**src/rtl/raizing_colmix_pkg.sv**
```systemverilog
// Shared defaults and width constants for the Raizing colour mixer.
package raizing_colmix_pkg;
  localparam int unsigned DEF_NLAYERS  = 4;
  localparam int unsigned DEF_PRIO_W   = 4;
  localparam int unsigned DEF_COL_W    = 11;
  localparam int unsigned DEF_BACKDROP = 0;
  localparam int unsigned PIX_W        = DEF_PRIO_W + DEF_COL_W;
  localparam int unsigned MASK_W       = DEF_NLAYERS + 1;

  // Index width for n layers, never below one bit.
  function automatic int unsigned idx_width(input int unsigned n);
    return (n > 1) ? $clog2(n) : 1;
  endfunction
endpackage

```
**src/rtl/raizing_prio_sel.sv**
```systemverilog
// Combinational arg-max over per-layer priorities; equal priority goes to the higher index.
module raizing_prio_sel
  import raizing_colmix_pkg::*;
#(
  parameter int unsigned NLAYERS = DEF_NLAYERS,
  parameter int unsigned PRIO_W  = DEF_PRIO_W,
  localparam int unsigned IDX_W  = idx_width(NLAYERS)
) (
  input  logic [NLAYERS*PRIO_W-1:0] prio,
  input  logic [NLAYERS-1:0]        opaque,
  output logic [IDX_W-1:0]          idx,
  output logic                      found
);

  logic [PRIO_W-1:0] best;

  // Scanning upward with >= lets a later (higher) layer take ties.
  always_comb begin
    idx   = '0;
    found = 1'b0;
    best  = '0;
    for (int i = 0; i < NLAYERS; i++) begin
      if (opaque[i] && (!found || prio[i*PRIO_W +: PRIO_W] >= best)) begin
        idx   = IDX_W'(i);
        found = 1'b1;
        best  = prio[i*PRIO_W +: PRIO_W];
      end
    end
  end

endmodule

```
**src/rtl/raizing_colmix_n.sv**
```systemverilog
// Two-stage prioritised layer mixer with a frame-synchronised layer-enable mask.
module raizing_colmix_n
  import raizing_colmix_pkg::*;
#(
  parameter int unsigned NLAYERS  = DEF_NLAYERS,
  parameter int unsigned PRIO_W   = DEF_PRIO_W,
  parameter int unsigned COL_W    = DEF_COL_W,
  parameter int unsigned BACKDROP = DEF_BACKDROP
) (
  input  logic                              CLK96,
  input  logic                              RESET96,
  input  logic                              PIXEL_CEN,
  input  logic                              ACTIVE,
  input  logic [NLAYERS*(PRIO_W+COL_W)-1:0] LAYER_PIXELS,
  input  logic [COL_W-1:0]                  TEXT_PIXEL,
  input  logic                              EN_WE,
  input  logic [NLAYERS:0]                  EN_D,
  input  logic                              FRAME_START,
  output logic [COL_W-1:0]                  FINAL_PIXEL,
  output logic                              FINAL_VALID,
  output logic                              EN_PENDING
);

  localparam int unsigned SLICE_W = PRIO_W + COL_W;
  localparam int unsigned IDX_W   = idx_width(NLAYERS);
  localparam logic [COL_W-1:0] BD = COL_W'(BACKDROP);

  logic [NLAYERS:0]          mask;
  logic [NLAYERS:0]          pend_mask;

  logic [NLAYERS*PRIO_W-1:0] lay_prio;
  logic [NLAYERS*COL_W-1:0]  lay_col;
  logic [NLAYERS-1:0]        lay_opq;
  logic                      text_opq;
  logic [IDX_W-1:0]          win_idx;
  logic                      win_found;

  logic [NLAYERS-1:0]        s1_opaque;
  logic [NLAYERS*COL_W-1:0]  s1_cols;
  logic [IDX_W-1:0]          s1_idx;
  logic [COL_W-1:0]          s1_text;
  logic                      s1_text_opq;
  logic                      s1_active;

  // Split the packed {prio, colour} slices and qualify opacity with the live mask.
  always_comb begin
    lay_prio = '0;
    lay_col  = '0;
    lay_opq  = '0;
    for (int i = 0; i < NLAYERS; i++) begin
      lay_prio[i*PRIO_W +: PRIO_W] = LAYER_PIXELS[i*SLICE_W+COL_W +: PRIO_W];
      lay_col[i*COL_W +: COL_W]    = LAYER_PIXELS[i*SLICE_W +: COL_W];
      lay_opq[i] = (|LAYER_PIXELS[i*SLICE_W +: COL_W]) & mask[i];
    end
    text_opq = (|TEXT_PIXEL) & mask[NLAYERS];
  end

  raizing_prio_sel #(
    .NLAYERS (NLAYERS),
    .PRIO_W  (PRIO_W)
  ) u_prio_sel (
    .prio   (lay_prio),
    .opaque (lay_opq),
    .idx    (win_idx),
    .found  (win_found)
  );

  // Layer-enable mask: writes park in pend_mask until the next frame start.
  always_ff @(posedge CLK96) begin
    if (RESET96) begin
      mask       <= '1;
      pend_mask  <= '1;
      EN_PENDING <= 1'b0;
    end else if (EN_WE && FRAME_START) begin
      mask       <= EN_D;
      EN_PENDING <= 1'b0;
    end else if (EN_WE) begin
      pend_mask  <= EN_D;
      EN_PENDING <= 1'b1;
    end else if (FRAME_START && EN_PENDING) begin
      mask       <= pend_mask;
      EN_PENDING <= 1'b0;
    end
  end

  // Pixel pipeline, advanced only on the pixel clock enable.
  always_ff @(posedge CLK96) begin
    if (RESET96) begin
      s1_opaque   <= '0;
      s1_cols     <= '0;
      s1_idx      <= '0;
      s1_text     <= '0;
      s1_text_opq <= 1'b0;
      s1_active   <= 1'b0;
      FINAL_PIXEL <= BD;
      FINAL_VALID <= 1'b0;
    end else if (PIXEL_CEN) begin
      s1_opaque   <= lay_opq;
      s1_cols     <= lay_col;
      s1_idx      <= win_found ? win_idx : '0;
      s1_text     <= TEXT_PIXEL;
      s1_text_opq <= text_opq;
      s1_active   <= ACTIVE;
      FINAL_VALID <= s1_active;
      if (!s1_active)
        FINAL_PIXEL <= BD;
      else if (s1_text_opq)
        FINAL_PIXEL <= s1_text;
      else if (|s1_opaque)
        FINAL_PIXEL <= s1_cols[s1_idx*COL_W +: COL_W];
      else
        FINAL_PIXEL <= BD;
    end
  end

endmodule

```
**config.mk**
```make
export PLATFORM = sky130hd
export DESIGN_NAME = raizing_colmix_n
export DESIGN_NICKNAME = d
export VERILOG_FILES = /design/src/rtl/raizing_colmix_pkg.sv /design/src/rtl/raizing_prio_sel.sv /design/src/rtl/raizing_colmix_n.sv
export SDC_FILE = /design/constraint.sdc
export NUM_CORES = 1
export LEC_CHECK = 0
export BUFFER_PORTS_ARGS = -buffer_cell sky130_fd_sc_hd__clkbuf_2
export CAP_MARGIN = 20
export CORE_ASPECT_RATIO = 1.2
export CORE_MARGIN = 4
export CORE_UTILIZATION = 54
export CTS_CLUSTER_DIAMETER = 100
export DETAILED_ROUTE_END_ITERATION = 6
export GPL_TIMING_DRIVEN = 0
export PLACE_DENSITY = 0.87
export SETUP_SLACK_MARGIN = 0.5
export SYNTH_ARGS = -nofsm -noshare
export SYNTH_HDL_FRONTEND = slang
export SYNTH_SLANG_ARGS = --single-unit
```
**constraint.sdc**
```tcl
create_clock -name CLK96 -period 7.5 [get_ports CLK96]
set_input_delay 1.5 -clock CLK96 [delete_from_list [all_inputs] [get_ports CLK96]]
set_output_delay 1.5 -clock CLK96 [all_outputs]
set_load 0.01 [all_outputs]
```
# After elaboration in Yosys (flattened, before gate mapping)
# Index checks and enable logic that the tools add are counted.
dict set report word_totals {
  ff_bits 86
  input_bits 82
  output_inout_bits 13
  elab_cells 64
}
dict set report op_classes {
  mul 1
  n_lt_le_gt_ge 3
  n_eq_ne 1
  shift 1
  mux 19
  bitwise_logic 6
  n_reduce_logical 22
}
# cell count
set ops {}
lappend ops {{OR reduction 11 bit} 5}
lappend ops {{indexed part select 44 x 7 -> 11 bit} 1}
lappend ops {{two-way mux 11 bit} 3}
lappend ops {{two-way mux 5 bit} 3}
lappend ops {{greater-or-equal comparator 4 bit} 3}
lappend ops {{two-way mux 4 bit} 3}
lappend ops {{two-way mux 1 bit} 7}
lappend ops {{multiplier 2 x 4 -> 6 bit (second input constant)} 1}
lappend ops {{two-way mux 2 bit} 3}
lappend ops {{bitwise AND 1 bit} 5}
lappend ops {{logical AND 1 bit} 5}
lappend ops {{AND reduction 2 bit} 2}
lappend ops {{nonzero test 2 bit} 2}
lappend ops {{OR reduction 4 bit} 1}
lappend ops {{logical NOT 1 bit} 3}
lappend ops {{logical OR 1 bit} 3}
lappend ops {{inequality test 2 x 1 -> 1 bit (second input constant)} 1}
lappend ops {{OR reduction 2 bit} 1}
lappend ops {{NOT 1 bit} 1}

# Longest topological paths before layout
# Gate-level depths: netlist of run 1.
dict set report depth {
  word_depth 16
  depth_mapped 23
  ltp_nobuf 23
}

# Hierarchy
# A second synthesis of run 1 with hierarchy kept.
dict set report hier_totals {
  hier_cells 413
  area_unflattened_um2 4157.7
}
# module instances cells_per_inst area_per_inst_um2 seq_area_each_um2
set modules_own_cells {}
lappend modules_own_cells {raizing_colmix_n 1 357 3703.6 1721.7}
lappend modules_own_cells {raizing_prio_sel 1 56 454.2 0.0}

# Worst setup path before layout of run 1
# No wires, ideal clock.
dict set report synth_path {
  path_kind {input to register}
  from {in LAYER_PIXELS[0]}
  to {reg s1_idx[0]}
  setup_time_ns 0.116
  arrival_time_ns 5.891
  required_time_ns 7.384
  setup_slack_ns 1.493
  stages 21
  path_cell_list {nor4_4 -> a31oi_4 -> and2_2 -> ha_1 -> o21ai_0 -> a21oi_1 -> o31ai_4 -> mux2_4 -> ha_1 -> nand2b_1 -> a21o_1 -> a211oi_1 -> nor2_1 -> o21ai_2 -> mux2_2 -> ha_1 -> o21ai_0 -> a21oi_1 -> o31ai_1 -> o21ai_1 -> a41o_1}
}
dict set report synth_between {
  elab_chain_cells 16
  word_cells_on_any_way 25
  cone_classes {order compare (3); mux (11); bitwise (1); reduce/logical (10)}
}
# item line
set synth_lines {}
lappend synth_lines {{start: declaration} raizing_colmix_n.sv:14} ;# input logic [NLAYERS*(PRIO_W+COL_W)-1:0] LAYER_PIXELS,
lappend synth_lines {{OR reduction 11 bit *} raizing_colmix_n.sv:53} ;# lay_opq[i] = (|LAYER_PIXELS[i*SLICE_W +: COL_W]) & mask[i];
lappend synth_lines {{bitwise AND 1 bit *} raizing_colmix_n.sv:53}
lappend synth_lines {{two-way mux 4 bit or two-way mux 1 bit (tied branches)} raizing_prio_sel.sv:23} ;# if (opaque[i] && (!found || prio[i*PRIO_W +: PRIO_W] >= best)) begin
lappend synth_lines {{greater-or-equal comparator 4 bit or logical NOT 1 bit (tied branches)} raizing_prio_sel.sv:23}
lappend synth_lines {{logical OR 1 bit} raizing_prio_sel.sv:23}
lappend synth_lines {{logical AND 1 bit} raizing_prio_sel.sv:23}
lappend synth_lines {{two-way mux 4 bit or two-way mux 1 bit (tied branches)} raizing_prio_sel.sv:23}
lappend synth_lines {{greater-or-equal comparator 4 bit or logical NOT 1 bit (tied branches)} raizing_prio_sel.sv:23}
lappend synth_lines {{logical OR 1 bit} raizing_prio_sel.sv:23}
lappend synth_lines {{logical AND 1 bit} raizing_prio_sel.sv:23}
lappend synth_lines {{two-way mux 4 bit or two-way mux 1 bit (tied branches)} raizing_prio_sel.sv:23}
lappend synth_lines {{greater-or-equal comparator 4 bit or logical NOT 1 bit (tied branches)} raizing_prio_sel.sv:23}
lappend synth_lines {{logical OR 1 bit} raizing_prio_sel.sv:23}
lappend synth_lines {{logical AND 1 bit} raizing_prio_sel.sv:23}
lappend synth_lines {{two-way mux 2 bit or two-way mux 1 bit (tied branches)} raizing_prio_sel.sv:23}
lappend synth_lines {{two-way mux 2 bit *} raizing_colmix_n.sv:100} ;# s1_idx <= win_found ? win_idx : '0;
lappend synth_lines {{end signal: assignment} raizing_colmix_n.sv:100}
lappend synth_lines {{end: declaration} raizing_colmix_n.sv:40} ;# logic [IDX_W-1:0] s1_idx;
# Mark *: on every way between the ends. The rest lies on a longest branch, timed or not.
# A chain may end at the register's enable or synchronous reset.

# Worst setup path after layout of run 1
dict set report layout_path {
  from {in LAYER_PIXELS[3]}
  to {reg s1_idx[0]}
}
# Same word-level chain as after synthesis.

==> results of run 1 <==
==> Yosys cell counts (2+ instances only) <==
cell type | count | share of area (%)
nor2_1 | 91 | 8.5
dfxtp_1 | 86 | 43
mux2i_1 | 64 | 16
nand2_1 | 22 | 2.0
clkbuf_1 | 17 | 1.6
inv_1 | 17 | 1.6
a21oi_1 | 16 | 2.0
ha_1 | 12 | 3.7
a22oi_1 | 11 | 2.0
mux4_2 | 11 | 6.1
o21ai_0 | 10 | 1.2
nor4_1 | 9 | 1.4
nor3_1 | 8 | 0.99
buf_2 | 6 | 0.74
a221o_1 | 5 | 1.2
mux2_2 | 4 | 1.1
mux2_4 | 4 | 1.5
nand3_1 | 3 | 0.37
a31oi_1 | 2 | 0.31
a31oi_4 | 2 | 1.1
nand2b_1 | 2 | 0.31
nor4_4 | 2 | 1.1
==> worst max path at each step <==
stage,slack (ps),cells past startpoint,startpoint,to
6_report,1190,22,LAYER_PIXELS[3],s1_idx[0]$_SDFFE_PP0P_
5_1_grt,840,22,LAYER_PIXELS[3],s1_idx[0]$_SDFFE_PP0P_
4_1_cts,1160,22,LAYER_PIXELS[3],s1_idx[0]$_SDFFE_PP0P_
3_5_place_dp,780,22,LAYER_PIXELS[3],s1_idx[0]$_SDFFE_PP0P_
3_3_place_gp,920,22,LAYER_PIXELS[3],s1_idx[0]$_SDFFE_PP0P_
2_1_floorplan,1490,21,LAYER_PIXELS[0],s1_idx[0]$_SDFFE_PP0P_
==> cell type report <==
class | instances | area (sq um)
fillers | 549 | 2450
multi-input cells | 289 | 2150
flip-flops and latches | 86 | 1720
repair buffers | 93 | 465
clock buffers | 10 | 128
well taps | 90 | 113
plain buffers | 24 | 97.6
clock inverters | 6 | 86.3
inverters | 18 | 67.6
==> power by group through the flow <==
stage | Clock, mW | Combinational [mW] | Sequential (mW)
CTS | 0.355 | 0.194 | 0.499
global placement | 0 | 0.184 | 0.508
detailed placement | 0 | 0.193 | 0.509
floorplan | 0 | 0.133 | 0.504
global route | 0.378 | 0.215 | 0.502
finish | 0.353 | 0.194 | 0.500
==> state kept, by name, summed over array words and instances, names as in the netlist <==
register and count:
s1_text 11, FINAL_PIXEL 11, mask 5, s1_cols 44, s1_text_opq 1, s1_idx 2
FINAL_VALID 1, s1_opaque 4, EN_PENDING 1, s1_active 1, pend_mask 5
==> metrics by stage <==
step / area (sq um) / utilization, % / hold WS (ps)
after floorplan: 4040 / - / 441
after global placement: 4610 / 63.4 / 454
after detailed placement: 4610 / 63.4 / 467
after CTS: 4830 / 66.4 / 481
after global routing: 4830 / 66.4 / 517
final: 4830 / 66.4 / 484
==> critical path: cells and delay by family <==
kind / cells / cell delay (ps)
AND/OR/NAND/NOR: 4 / 860
adder cells (fa/ha/maj): 3 / 790
buffers and inverters: 1 / 110
AO/OA/AOI/OAI: 12 / 2580
multiplexers: 2 / 720
==> per-layer routing <==
layer	up-vias	wire, um	GRT usage [%]
met5	-	0	0
met4	0	250	11.8
met3	17	682	4.16
met2	113	5190	41.1
met1	1655	4210	28.8
li1	1671	-	-
==> cells by family (layout without fill, tap and decap cells) <==
kind of cell	after synthesis	after routing
mux	83	83
compound gates	54	54
buf+inv	42	151
flops	86	86
simple gates	140	140
fa+ha+maj	12	12
==> reports/metrics.cfg, run 1 <==
[pwr]
power_leakage_nw = 2.25
swShare_pct = 27.1
p_seq_share_pct = 47.7
pwr_density_cell_nw_per_um2 = 217
combPwrFrac_pct = 18.6
total_power_mw = 1.05
p_int_uw = 763
ir_drop_uv = 138
clock_power_share_pct = 33.7
p_sw_uw = 284

[logic_synthesis]
ys.flop_type = dfxtp_1
syn_nets = 511
seq_area_frac_synth_pct = 42.7
synth-simple-area-share_pct = 15.1
avgSynthCellArea_sq_um = 9.68
ys_async_sr_fraction_pct = 0
synth_edf_count = 0
yosys.area_share.xor_xnor_pct = 0
synth_fa_ha_area_share_pct = 3.72
synth_cell_types = 35
syn_inst = 417
synth_area_sq_um = 4040
synth_compound_area_share_pct = 9.77
synth_top_family_by_area = multiplexers
synth_warnings = 0
synthMuxAreaShare_pct = 24.6
ys_seq_elements = 86

[clock_tree]
root_buffer = clkbuf_8
cts.htree.levels = 3
cts_setup_buffers = 0
insertion_delay_ps = 370
cts_num_sinks = 86
hold_buffers = 0
cts_made_buffers = 9
tritoncts = yes
cts.clk_slew.worst_paths_ps = 80
cts_buffer_depth = 2
cts_resized = 0

[sta]
period_minus_slack_ps = 6310
relSlewSlack_pct = 49.4
finalCritPeriodShare_pct = 84.1
clock.fmax_ghz = 0.159
setup_ws_ps = 1190
skew_ps = 14.2
tns_ps = 0
final-hold-violation-count = 0
setup_violations = 0
rsz0062_at_grt = no
worst_pin_slew_ps = 753
final_max_slew_viol_count = 0

[detailed_routing]
wl_um = 10300
drtIter0Drc = 217
vias = 3456
firstDrtPassIters = 5
ant_nets = 0
route.detailed.drc = 0
viasPerCell = 5.61
avgRoutedWirePerCell_um = 16.8

[setup_path]
critPathRequiredTime_ps = 7760
crit_path_end_kind = register
critPathKind = input port to register
path_common_cell = ha_1
r2r-end = s1_idx[0]$_SDFFE_PP0P_
cp_cell_sequence = clkbuf_2, nor4_4, a31oi_4, and2_2, ha_1, o21ai_0, a21oi_1, o31ai_4, mux2_4, ha_1, nand2b_1, a21o_1, a211oi_1, nor2_1, o21ai_2, mux2_2, ha_1, o21ai_0, a21oi_1, o31ai_1, o21ai_1, a41o_1
critPathLaunchType = input port
reg2reg_slack_ps = 2360
cp_slowest_cell = mux2_2
reg2reg_depth = 21
critPathMaxFanout = 8
slowest_delay_ps = 370
r2r-start = mask[0]$_SDFFE_PP1P_
cp.arrival_ps = 6570

[floorplanning]
io_pins = 95
fp.dieH_um = 103
die_x_um = 86.9
rows = 34
core_sq_um = 7270
die_area_sq_um = 8930
start_util_pct = 55.5

[placed_design]
port_buffers = 93
place.gp.congestion = 0.868
dp.cells = 600
post-place-ws_ps = 783
dp_hpwl_um = 8170

[cells_and_area]
layout_common_cells = 93 x clkbuf_2, 91 x nor2_1, 86 x dfxtp_1
layout-drive-gt1-share_pct = 26.8
finalNonFillerCells = 616
areaGrowthSynthToFinish_pct = 19.6
final_common_cell = clkbuf_2
nets = 615
diodes = 0

[min_path]
min_path_cells = 2
hold_end = FINAL_VALID$_SDFFE_PP0P_
hold_start = FINAL_VALID$_SDFFE_PP0P_
holdCritPathClass = register to register

[grt]
grt_antenna_before_repair = 0
grt_overflow = 0
grt_start_max_net_pins = 15
grt_usage_pct = 23.9
first_global_vias = 3484
grt_pass1_wl_um = 16300

[outcome]
status = complete, no violations

[job]
maxCapViolCount = 0

(Power assumes the default switching activity.)
==> run 2, diff against run 1 <==
ABC_AREA = 1   (was unset)
CORE_UTILIZATION = 49   (was 54)
PLACE_DENSITY = 0.84   (was 0.87)
clock period = 5.5 ns   (was 7.5 ns; I/O delays follow)
==> run 2 against run 1 <==
- via count grew 25%
- die area grew 11%
- sequential power grew 38%
- routed wire length grew 9.2%
- synthesized cell count grew 43%
- non-clock buffer count grew 13
- clock power grew 24%
- critical path depth grew 12
- final cell count grew 34%
- sequential share of layout area shrank 0.73 points
- core utilization shrank 5.9 points
- setup slack lost 430 ps
- critical path type unchanged
- largest power group unchanged
==> reports/metrics.cfg, run 2 <==
[outcome]
status = complete, no violations  ; unchanged

[pwr]
power_leakage_nw = 2.28  ; was 2.25 nW
pwr_density_cell_nw_per_um2 = 301  ; was 217 nW/um^2
p_int_uw = 983  ; was 763 uW
clock_power_share_pct = 29.6  ; was 33.7%
p_seq_share_pct = 46.5  ; was 47.7%
p_sw_uw = 499  ; was 284 uW
swShare_pct = 33.7  ; was 27.1%
ir_drop_uv = 136  ; was 138 uV
combPwrFrac_pct = 23.9  ; was 18.6%

[logic_synthesis]
synth_top_area_share_pct = 42.1  ; was 42.7%
ys_async_sr_fraction_pct = 0  ; unchanged
synth.most_common_cell = nor2_1  ; unchanged
avgSynthCellArea_sq_um = 6.86  ; was 9.68 sq um
ys_seq_elements = 86  ; unchanged
synth_cell_types = 34  ; was 35
synth_edf_count = 0  ; unchanged
synthTopCellsByCount = 139 x nor2_1, 97 x o21ai_0, 89 x nand2_1  ; was 91 x nor2_1, 86 x dfxtp_1, 64 x mux2i_1
yosys.area.top_type = dfxtp_1  ; unchanged
synth_warnings = 0  ; unchanged
syn_inst = 597  ; was 417
synth_area_sq_um = 4090  ; was 4040 sq um
synth.top_cells.by_area = dfxtp_1 42%, nor2_1 13%, o21ai_0 12%  ; was dfxtp_1 43%, mux2i_1 16%, nor2_1 8.5%
syn_nets = 691  ; was 511
ys.flop_type = dfxtp_1  ; unchanged
seq_area_frac_synth_pct = 42.1  ; was 42.7%

[sta]
rsz0062_at_grt = no  ; unchanged
final_max_slew_viol_count = 0  ; unchanged
tns_ps = 0  ; unchanged
skew_ps = 20.5  ; was 14.2 ps
setup_violations = 0  ; unchanged
final-hold-violation-count = 0  ; unchanged
finalCritPeriodShare_pct = 86.0
period_minus_slack_ps = 4730
relSlewSlack_pct = 65.5  ; was 49.4%
worst_pin_slew_ps = 518  ; was 753 ps
clock.fmax_ghz = 0.211

[min_path]
min_path_cells = 2  ; unchanged
holdCritPathClass = register to register  ; unchanged

[detailed_routing]
ant_nets = 0  ; unchanged
drtIter0Drc = 273  ; was 217
wl_um = 11300  ; was 10300 um
vias = 4306  ; was 3456
avgRoutedWirePerCell_um = 13.7  ; was 16.8 um
route.detailed.drc = 0  ; unchanged
firstDrtPassIters = 5  ; unchanged
viasPerCell = 5.23  ; was 5.61

[setup_path]
critPathRequiredTime_ps = 5750  ; was 7760 ps
critPathKind = input port to register  ; unchanged
reg2reg_depth = 29  ; was 21
critPathMaxFanout = 10  ; was 8
slowest_delay_ps = 330  ; was 370 ps
critPathLaunchType = input port  ; unchanged
cp_slowest_cell = ha_1  ; was mux2_2
cp.arrival_ps = 4980  ; was 6570 ps
path_delay_family = simple AND/OR/NAND/NOR gates  ; was compound AO/OA/AOI/OAI gates
cp_num_cells = 34  ; was 22
path_buf_inv = 4  ; was 1
crit_path_end_kind = register  ; unchanged

[clock_tree]
cts_num_sinks = 86  ; unchanged
cts_buffer_depth = 2  ; unchanged
cts_made_buffers = 9  ; unchanged
hold_buffers = 0  ; unchanged
root_buffer = clkbuf_8  ; unchanged
insertion_delay_ps = 370  ; about the same
cts.htree.levels = 3  ; unchanged
cts.clk_slew.worst_paths_ps = 100  ; was 80 ps
tritoncts = yes  ; unchanged

[cells_and_area]
largestRegisters = s1_cols: 44 flops, FINAL_PIXEL: 11 flops, s1_text: 11 flops  ; unchanged
finalNonFillerCells = 823  ; was 616
top_register = s1_cols  ; unchanged
nets = 798  ; was 615
layout-drive-gt1-share_pct = 18.3  ; was 26.8%
fillCellCount = 777  ; was 549
layout_common_cells = 139 x nor2_1, 93 x o21ai_0, 93 x clkbuf_2  ; was 93 x clkbuf_2, 91 x nor2_1, 86 x dfxtp_1
areaGrowthSynthToFinish_pct = 20.4  ; was 19.6%
diodes = 0  ; unchanged
final_common_cell = nor2_1  ; was clkbuf_2
largest_reg_flops = 44  ; unchanged

[floorplanning]
fp.dieH_um = 108  ; was 103 um
core_sq_um = 8150  ; was 7270 sq um
start_util_pct = 50.2  ; was 55.5%
die_area_sq_um = 9880  ; was 8930 sq um
rows = 36  ; was 34
io_pins = 95  ; unchanged
die_x_um = 91.4  ; was 86.9 um

[grt]
grt_usage_pct = 22.9  ; was 23.9%
met1_usage_pct = 28.2  ; was 28.8%
grt_overflow = 0  ; unchanged
grt_pass1_wl_um = 18200  ; was 16300 um
met3_usage_pct = 4.11  ; was 4.16%
top_usage_layer = met2  ; unchanged
first_global_vias = 4011  ; was 3484
grtUsageMet2_pct = 40.5  ; was 41.1%
grt_start_max_net_pins = 19  ; was 15
grt_antenna_before_repair = 0  ; unchanged

[placed_design]
dp_hpwl_um = 8910  ; was 8170 um
port_buffers = 92  ; was 93
dp.cells = 803  ; was 600
place.gp.congestion = 0.922  ; was 0.868

[job]
maxCapViolCount = 0  ; unchanged

## run 2: logic make-up (layout without fill, tap and decap cells)
group           Yosys count  count (layout)  synth area share [%]
buf+inv                  70             182                  6.85
compound gates          167             167                  21.6
fa+ha+maj                12              12                  3.67
simple gates            262             262                  25.8
flops                    86              86                  42.1
## run 2: final cells by class
class / count / area (sq um) / share of cell area (%)
plain buffers: 34 / 145 / 2.94
clock buffers: 9 / 124 / 2.51
clock inverters: 7 / 71.3 / 1.45
inverters: 36 / 135 / 2.74
multi-input cells: 441 / 2100 / 42.6
flip-flops and latches: 86 / 1720 / 34.9
well taps: 114 / 143 / 2.89
repair buffers: 96 / 490 / 9.95
## run 2: what timing repair did
action                     in CTS  in global routing
buffers inserted                0                  4
resized for setup               0                  6
setup endpoints to repair       0                  2
## run 2: tightest hold or removal path, cell delays in order, from the launching register on
cell	delay (ps)
dfxtp_1	310
inv_1	60
a21oi_1	60
## run 2: metrics by stage
step                area, sq um  utilization [%]  power (mW)  setup slack, ps  hold WS, ps
global placement           4700             57.6        1.03              395          441
floorplan                  4090                -       0.926              938          429
detailed placement         4700             57.6        1.04              316          450
global route               4930             60.5        1.56              492          484
CTS                        4890             60.0        1.47              703          465
finish                     4930             60.5        1.48              768          466
## run 2: path summary, 6_finish.rpt
check	endpoint	slack, ps	startpoint
worst max-delay path	s1_idx[0]$_SDFFE_PP0P_	770	LAYER_PIXELS[6]
worst min-delay path	s1_text[9]$_SDFFE_PP0P_	470	s1_text[9]$_SDFFE_PP0P_
worst max register to register	s1_idx[0]$_SDFFE_PP0P_	1550	mask[0]$_SDFFE_PP1P_
worst min register to register	s1_text[9]$_SDFFE_PP0P_	470	s1_text[9]$_SDFFE_PP0P_
## run 2: metal layers
metal	vias up	wire (um)
met2	148	5420
met3	22	654
met1	1962	4950
li1	2174	-
met4	0	261
met5	-	0
## run 2: power by group through the flow
| stage | sequential [mW] | clock (mW) | combinational [mW] |
|---|---|---|---|
| floorplan | 0.695 | 0 | 0.231 |
| global placement | 0.701 | 0 | 0.326 |
| detailed placement | 0.702 | 0 | 0.335 |
| CTS | 0.688 | 0.442 | 0.337 |
| global route | 0.693 | 0.470 | 0.402 |
| finish | 0.689 | 0.439 | 0.354 |
